File: config.mk
export PLATFORM = sky130hd
export DESIGN_NAME = alu_issue_ctrl
export DESIGN_NICKNAME = d
export VERILOG_FILES = /design/src/rtl/alu_issue_pkg.sv /design/src/rtl/alu_rsp_fifo.sv /design/src/rtl/alu_issue_ctrl.sv
export SDC_FILE = /design/constraint.sdc
export NUM_CORES = 1
export LEC_CHECK = 0
export ABC_AREA = 1
export CORE_ASPECT_RATIO = 1.1
export CORE_MARGIN = 5
export CORE_UTILIZATION = 47
export CTS_CLUSTER_DIAMETER = 200
export CTS_CLUSTER_SIZE = 12
export DETAILED_ROUTE_END_ITERATION = 8
export GPL_ROUTABILITY_DRIVEN = 0
export GPL_TIMING_DRIVEN = 0
export PLACE_DENSITY_LB_ADDON = 0.25
export SYNTH_ARGS = -nofsm -noshare
export SYNTH_HDL_FRONTEND = slang
export SYNTH_SLANG_ARGS = --single-unit
File: constraint.sdc
create_clock -name clk -period 2.4 [get_ports clk]
set_input_delay 0.48 -clock clk [delete_from_list [all_inputs] [get_ports clk]]
set_output_delay 0.48 -clock clk [all_outputs]
set_load 0.02 [all_outputs]
File: src/rtl/alu_issue_pkg.sv
// Shared definitions for the ALU issue controller: pipe latency, opcodes and
// the response-buffer entry layout.
package alu_issue_pkg;

    localparam int ALU_LATENCY = 3;

    localparam logic [7:0] OP_ADD = 8'h2C;
    localparam logic [7:0] OP_SUB = 8'hAC;

    // Entry field widths; the controller's DATA_WIDTH/TAG_WIDTH default to these.
    localparam int RSP_DATA_W = 16;
    localparam int RSP_TAG_W  = 3;

    typedef struct packed {
        logic [RSP_DATA_W-1:0] data;
        logic                  cout;
        logic [RSP_TAG_W-1:0]  tag;
    } rsp_entry_t;

    function automatic logic [31:0] sat_inc32(input logic [31:0] x);
        return (x == 32'hFFFF_FFFF) ? x : x + 32'd1;
    endfunction

endpackage

File: src/rtl/alu_rsp_fifo.sv
// Synchronous response FIFO; head entry is visible whenever valid_o is high,
// and a push is accepted while full if a pop happens in the same cycle.
module alu_rsp_fifo
    import alu_issue_pkg::*;
#(
    parameter int DEPTH = 4
)(
    input  logic       clk,
    input  logic       reset,
    input  logic       push_i,
    input  rsp_entry_t push_data_i,
    input  logic       pop_i,
    output rsp_entry_t head_o,
    output logic       valid_o,
    output logic       full_o
);

    localparam int PW = $clog2(DEPTH);
    localparam int CW = PW + 1;

    rsp_entry_t    mem_q [DEPTH];
    logic [PW-1:0] wr_ptr_q, wr_ptr_d;
    logic [PW-1:0] rd_ptr_q, rd_ptr_d;
    logic [CW-1:0] count_q, count_d;
    logic          do_push, do_pop;

    assign valid_o = (count_q != '0);
    assign full_o  = (count_q == CW'(DEPTH));
    assign do_pop  = pop_i & valid_o;
    assign do_push = push_i & (~full_o | do_pop);
    assign head_o  = mem_q[rd_ptr_q];

    // Pointers are PW bits wide, so a power-of-two depth wraps for free.
    always_comb begin
        wr_ptr_d = wr_ptr_q;
        rd_ptr_d = rd_ptr_q;
        if (do_push) begin
            wr_ptr_d = wr_ptr_q + PW'(1);
        end
        if (do_pop) begin
            rd_ptr_d = rd_ptr_q + PW'(1);
        end
        count_d = count_q + CW'(do_push) - CW'(do_pop);
    end

    always_ff @(posedge clk) begin
        if (reset) begin
            wr_ptr_q <= '0;
            rd_ptr_q <= '0;
            count_q  <= '0;
        end else begin
            wr_ptr_q <= wr_ptr_d;
            rd_ptr_q <= rd_ptr_d;
            count_q  <= count_d;
        end
    end

    always_ff @(posedge clk) begin
        if (do_push) begin
            mem_q[wr_ptr_q] <= push_data_i;
        end
    end

endmodule

File: src/rtl/alu_issue_ctrl.sv
// Issue controller for a fixed 3-stage ALU pipe with a buffered response port.
// Define ALU_ISSUE_PERF_CNT_EN to add the perf_issued/perf_stall counters.
module alu_issue_ctrl
    import alu_issue_pkg::*;
#(
    parameter int DATA_WIDTH = RSP_DATA_W,
    parameter int TAG_WIDTH  = RSP_TAG_W,
    parameter int RSP_DEPTH  = 4
)(
    input  logic                  clk,
    input  logic                  reset,
    input  logic                  req_valid,
    output logic                  req_ready,
    input  logic [DATA_WIDTH-1:0] req_a,
    input  logic [DATA_WIDTH-1:0] req_b,
    input  logic [7:0]            req_ctrl,
    input  logic                  req_cin,
    input  logic [TAG_WIDTH-1:0]  req_tag,
    output logic                  rsp_valid,
    input  logic                  rsp_ready,
    output logic [DATA_WIDTH-1:0] rsp_out,
    output logic                  rsp_cout,
    output logic [TAG_WIDTH-1:0]  rsp_tag,
    output logic [DATA_WIDTH-1:0] alu_a,
    output logic [DATA_WIDTH-1:0] alu_b,
    output logic [7:0]            alu_ctrl,
    output logic                  alu_cin,
    output logic                  alu_pipe_active,
    output logic                  alu_out_en,
    output logic                  alu_reset_n,
    input  logic [DATA_WIDTH-1:0] alu_out,
`ifdef ALU_ISSUE_PERF_CNT_EN
    output logic [31:0]           perf_issued,
    output logic [31:0]           perf_stall,
`endif
    input  logic                  alu_cout
);

    localparam int LAST = ALU_LATENCY - 1;

    logic [ALU_LATENCY-1:0] v_q, v_d;
    logic [TAG_WIDTH-1:0]   t_q [ALU_LATENCY];
    logic [TAG_WIDTH-1:0]   t_d [ALU_LATENCY];
    logic                   stall, pop, push, xfer;
    logic                   fifo_full, fifo_valid;
    rsp_entry_t             push_entry, head_entry;

    assign pop   = fifo_valid & rsp_ready;
    // Only stall when the oldest op is valid and has nowhere to go this cycle.
    assign stall = v_q[LAST] & fifo_full & ~pop;

    assign alu_pipe_active = ~stall;
    assign req_ready       = ~stall;
    assign xfer            = req_valid & req_ready;
    assign alu_out_en      = v_q[LAST];
    assign alu_reset_n     = ~reset;

    assign alu_a    = req_valid ? req_a    : '0;
    assign alu_b    = req_valid ? req_b    : '0;
    assign alu_ctrl = req_valid ? req_ctrl : 8'h00;
    assign alu_cin  = req_valid & req_cin;

    assign v_d[0] = alu_pipe_active ? xfer    : v_q[0];
    assign t_d[0] = alu_pipe_active ? req_tag : t_q[0];

    generate
        for (genvar gi = 1; gi < ALU_LATENCY; gi++) begin : g_shift
            assign v_d[gi] = alu_pipe_active ? v_q[gi-1] : v_q[gi];
            assign t_d[gi] = alu_pipe_active ? t_q[gi-1] : t_q[gi];
        end
    endgenerate

    always_ff @(posedge clk) begin
        if (reset) begin
            v_q <= '0;
            for (int i = 0; i < ALU_LATENCY; i++) begin
                t_q[i] <= '0;
            end
        end else begin
            v_q <= v_d;
            t_q <= t_d;
        end
    end

    assign push       = v_q[LAST] & alu_pipe_active;
    assign push_entry = '{data: alu_out, cout: alu_cout, tag: t_q[LAST]};

    alu_rsp_fifo #(
        .DEPTH (RSP_DEPTH)
    ) u_fifo (
        .clk         (clk),
        .reset       (reset),
        .push_i      (push),
        .push_data_i (push_entry),
        .pop_i       (pop),
        .head_o      (head_entry),
        .valid_o     (fifo_valid),
        .full_o      (fifo_full)
    );

    assign rsp_valid = fifo_valid;
    assign rsp_out   = head_entry.data;
    assign rsp_cout  = head_entry.cout;
    assign rsp_tag   = head_entry.tag;

`ifdef ALU_ISSUE_PERF_CNT_EN
    logic [31:0] perf_issued_q, perf_stall_q;

    always_ff @(posedge clk) begin
        if (reset) begin
            perf_issued_q <= '0;
            perf_stall_q  <= '0;
        end else begin
            if (xfer) begin
                perf_issued_q <= sat_inc32(perf_issued_q);
            end
            if (stall) begin
                perf_stall_q <= sat_inc32(perf_stall_q);
            end
        end
    end

    assign perf_issued = perf_issued_q;
    assign perf_stall  = perf_stall_q;
`endif

endmodule

# == Word level (Yosys, flattened, before mapping) ==
# Memory sizes are Yosys's and may differ from the RTL's. A register that Yosys moved wholly into a read port is not among the register bits.
# Index checks and enable logic that the tools add are counted.
# totals
reg_bits,19
ramBits,80
in_bits,65
elab_cells,34
memories,1
# mem_list
memory,words,word_bits,read_ports,rd_ports_with_merged_regs,write_ports,line_no,source
u_fifo.mem_q,4,20,1,1,1,alu_rsp_fifo.sv:21,rsp_entry_t mem_q [DEPTH];
# op_classes
n_addsub,4
n_eq_ne,1
mux,7
bitwise_logic,13
n_reduce_logical,1
# ops
operator,n
2-to-1 mux 16 bit,2
AND 1 bit,8
2-to-1 mux 8 bit,1
adder 2 x 1 -> 2 bit (second input constant),2
2-to-1 mux 2 bit,2
NOT 1 bit,4
adder 3 x 1 -> 3 bit,1
== test 3 bit (second input constant),1
nonzero test 3 bit,1
subtractor 3 x 1 -> 3 bit,1
2-to-1 mux 1 bit,2
OR 1 bit,1

# == Depth between registers and ports, before layout ==
# logic_depth
word_depth,9
mapped_depth,11

# == Hierarchy ==
# Synthesis repeated with hierarchy kept, for this count alone.
# unflattened
cells_unflattened,430
hier_area_um2,4361.7
# modules_own_cells
mod,instances,cells_each,area_per_inst_um2,seq_area_each_um2
alu_rsp_fifo,1,262,3452.1,2582.5
alu_issue_ctrl,1,168,909.6,240.2

# == Worst setup path after synthesis ==
# No wires, ideal clock.
# synth_timing
path_kind,input -> register
startpoint,input rsp_ready
endpoint,memory u_fifo.mem_q[0][0] in the netlist's numbering (enable)
setup_ns,0.397
arrival_time_ns,1.696
required_time_ns,2.003
path_slack_ns,0.307
stages,4
n_path_buf,0
path_cell_list,inv_1 -> nand3_1 -> nand2_1 -> nor2_1
# synth_between
elab_chain_cells,8
# synth_lines
element,line_no,source
"start, declared",alu_issue_ctrl.sv:20,"input logic rsp_ready,"
AND 1 bit (*),alu_issue_ctrl.sv:48,assign pop = fifo_valid & rsp_ready;
NOT 1 bit,alu_issue_ctrl.sv:50,assign stall = v_q[LAST] & fifo_full & ~pop;
AND 1 bit,alu_issue_ctrl.sv:50,
NOT 1 bit,alu_issue_ctrl.sv:52,assign alu_pipe_active = ~stall;
AND 1 bit,alu_issue_ctrl.sv:85,assign push = v_q[LAST] & alu_pipe_active;
AND 1 bit (*),alu_rsp_fifo.sv:30,assign do_push = push_i & (~full_o | do_pop);
2-to-1 mux 1 bit (*),alu_rsp_fifo.sv:59,if (do_push) begin
2-to-1 mux 1 bit (implied by the code) (*),alu_rsp_fifo.sv:60,mem_q[wr_ptr_q] <= push_data_i;
"end, declared",alu_rsp_fifo.sv:21,
# Every way passes the cells marked *; elsewhere a longest branch is shown, timed or not.

# == Worst setup path after layout ==
# layout_timing
startpoint,input rsp_ready
endpoint,output req_ready
# layout_between
elab_chain_cells,4
# layout_lines
element,line_no,source
AND 1 bit,alu_issue_ctrl.sv:48,
NOT 1 bit,alu_issue_ctrl.sv:50,
AND 1 bit,alu_issue_ctrl.sv:50,
NOT 1 bit,alu_issue_ctrl.sv:53,assign req_ready = ~stall;
"end, declared",alu_issue_ctrl.sv:13,"output logic req_ready,"
# Every way passes these cells.

==> impl_metrics.tcl <==
set metrics [dict create \
    r2r_start "u_fifo.count_q[1]" \
    num_vias 3385 \
    grt_pass1_wl_um 16700 \
    grt_usage 0.198 \
    wl_um 10800 \
    synth-edff-count 80 \
    overflow 0 \
    worstSetupPathType "in2out" \
    fmax_mhz 433 \
    wire_per_inst_um 15.8 \
    synth_top_area_frac 0.563 \
    synth_top_cell_by_area "edfxtp_1" \
    cts_sinks 101 \
    power_uw 4400 \
    leakagePower_uw 0.00259 \
    status "complete, no violations" \
    grt_pass1_vias 3623 \
    area_growth_pct 39.5 \
    cp.arrival_ns 1.83 \
    layout_setup_ws_ns 0.0922 \
    hold_buffers 0 \
    core_area_um2 8870 \
    drt_iter0_markers 179 \
    dieHeight_um 110 \
    antenna_found_initial 0 \
    rows 36 \
    cts-htree-levels 3 \
    hold_viol 0 \
    critical_path.endpoint "req_ready" \
    grt_max_degree 19 \
    place_area_um2 5770 \
    ys_warn_count 0 \
    timing.final.crit_share 0.962 \
    cts_root_buf "clkbuf_8" \
    power_density_nw_per_um2 739 \
    yosys-top-cells-count "edfxtp_1, nand2_1, inv_1" \
    start_util 0.481 \
    hold_depth 2 \
    cts_buffer_depth 2 \
    clkSlewWorstSetupHoldPaths_ns 0.10 \
    yosysSeqAreaShare 0.662 \
    antenna_cells 0 \
    nets 640 \
    async_flop_share 0 \
    drive_gt1_frac 0.0838 \
    ir_worst_vdd_v 0.000284 \
    fill_cells 685 \
    hp-class "reg2reg" \
    syn_area_per_cell_um2 10.1 \
    setup_violations 0 \
    postCtsSetupBuffers 0 \
    cap_violations 0 \
    slew-limit-headroom 0.573 \
    critPathCaptureType "primary output" \
    post-route-util 0.671 \
    reg2reg_to "u_fifo.count_q[2]" \
    dp_hpwl_um 8010 \
    worst-r2r-setup-slack_ns 0.33 \
    start_kind "primary input" \
    grt_setup_unrepaired "false" \
    critical_path.max_fanout 11 \
    synthMostInstantiatedCell "edfxtp_1" \
    syn_area_um2 4270 \
    cts_tree "built" \
    cts_buffers 9 \
    pre_cts_ws_ns -0.225 \
    drv_slew 0 \
    io_buffers 129 \
    reg2regPathDepth 11 \
    drc 0 \
    dr.pass1.iters 5 \
    insertion_delay_ns 0.35 \
    timing.final.crit_period_ns 2.31 \
    synthDistinctLibCells 17 \
    stdcell_area_um2 5950 \
    syn_nets 496 \
    antenna_left 0 \
    synth_ff_type "edfxtp_1" \
    dieWidth_um 101 \
    critPathRequiredTime_ns 1.92 \
    floorplan.die_area_um2 11100 \
    via_per_inst 4.93 \
    post_cts_resized 30 \
    ios 131 \
    synth_seq_cells 101 \
    crit_start "rsp_ready" \
    synth_cells 424 \
    skew_ns 0.0108 \
    synth_area_leaders "edfxtp_1, dfxtp_1, nand2_1" \
    tightest_slew_ns 0.640 \
]
cell type report:
cell class | instances | area (um^2) | share of cell area
plain buffers | 21 | 121 | 0.0204
clock buffers | 9 | 124 | 0.0208
clock inverters | 7 | 56.3 | 0.00946
inverters | 74 | 278 | 0.0467
multi-input cells | 228 | 1070 | 0.180
flip-flops and latches | 101 | 2820 | 0.474
well taps | 114 | 143 | 0.0240
repair buffers | 133 | 1330 | 0.224
layout by cell type (no fill, tap or decap), drive strengths merged, types with 4 or more instances in the layout:
cell type      Yosys  layout
nand3              4       4
inv               74      77
a21oi              5       5
clkbuf            11      19
o22ai             20      20
clkdlybuf4s50      0     106
o21ai             42      42
dlygate4sd2        0      20
nor2              74      74
ha                 6       6
dfxtp             21      21
buf               10      15
nand2             75      75
edfxtp            80      80
layer usage:
layer | vias up | GRT usage | share of wire
li1 | 1654 | - | -
met1 | 1576 | 0.202 | 0.36
met2 | 149 | 0.365 | 0.53
met3 | 6 | 0.0673 | 0.098
met4 | 0 | 0.0885 | 0.010
met5 | - | 0 | 0
state kept, by name (all words and copies together) (netlist names), named ones only:
name / flops
t_q: 6
u_fifo.count_q: 3
v_q: 3
push_entry: 3
u_fifo.wr_ptr_q: 2
u_fifo.rd_ptr_q: 2
u_fifo.mem_q: 80
power breakdown:
group	switching [uW]	total, uW	internal [uW]	leakage [uW]
clock network	594	984	390	0.0000906
registers	59.8	2010	1950	0.000896
logic	843	1400	559	0.00160
metrics by stage:
stage	hold WS, ns	TNS (ns)	instances
after floorplan	0.424	0	424
after global placement	0.445	-70.80	667
after detailed placement	0.470	-7.19	671
after CTS	0.473	-0.0610	687
after global routing	0.476	0	687
final	0.463	0	687
worst max-delay path: stages:
cell             delay, ns
clkdlybuf4s50_1       0.46
inv_2                 0.10
nand4_4               0.15
buf_6                 0.19
buf_4                 0.14
dlygate4sd2_1         0.31
kinds of logic after synthesis:
group	after synthesis	share of synthesized area
AND/OR/NAND/NOR	154	0.143
flip-flops	101	0.662
AO/OA/AOI/OAI	67	0.0845
buffers and inverters	95	0.0891
adder cells (fa/ha/maj)	7	0.0223
worst min path at each step:
stage	start	to	slack (ns)
detailed placement	v_q[1]	v_q[2]	0.47
CTS	v_q[1]	v_q[2]	0.47
global placement	v_q[1]	v_q[2]	0.44
floorplan	v_q[1]	v_q[2]	0.42
finish	v_q[1]	v_q[2]	0.46
global route	v_q[1]	v_q[2]	0.48
Power figures use the tool's default switching activity.
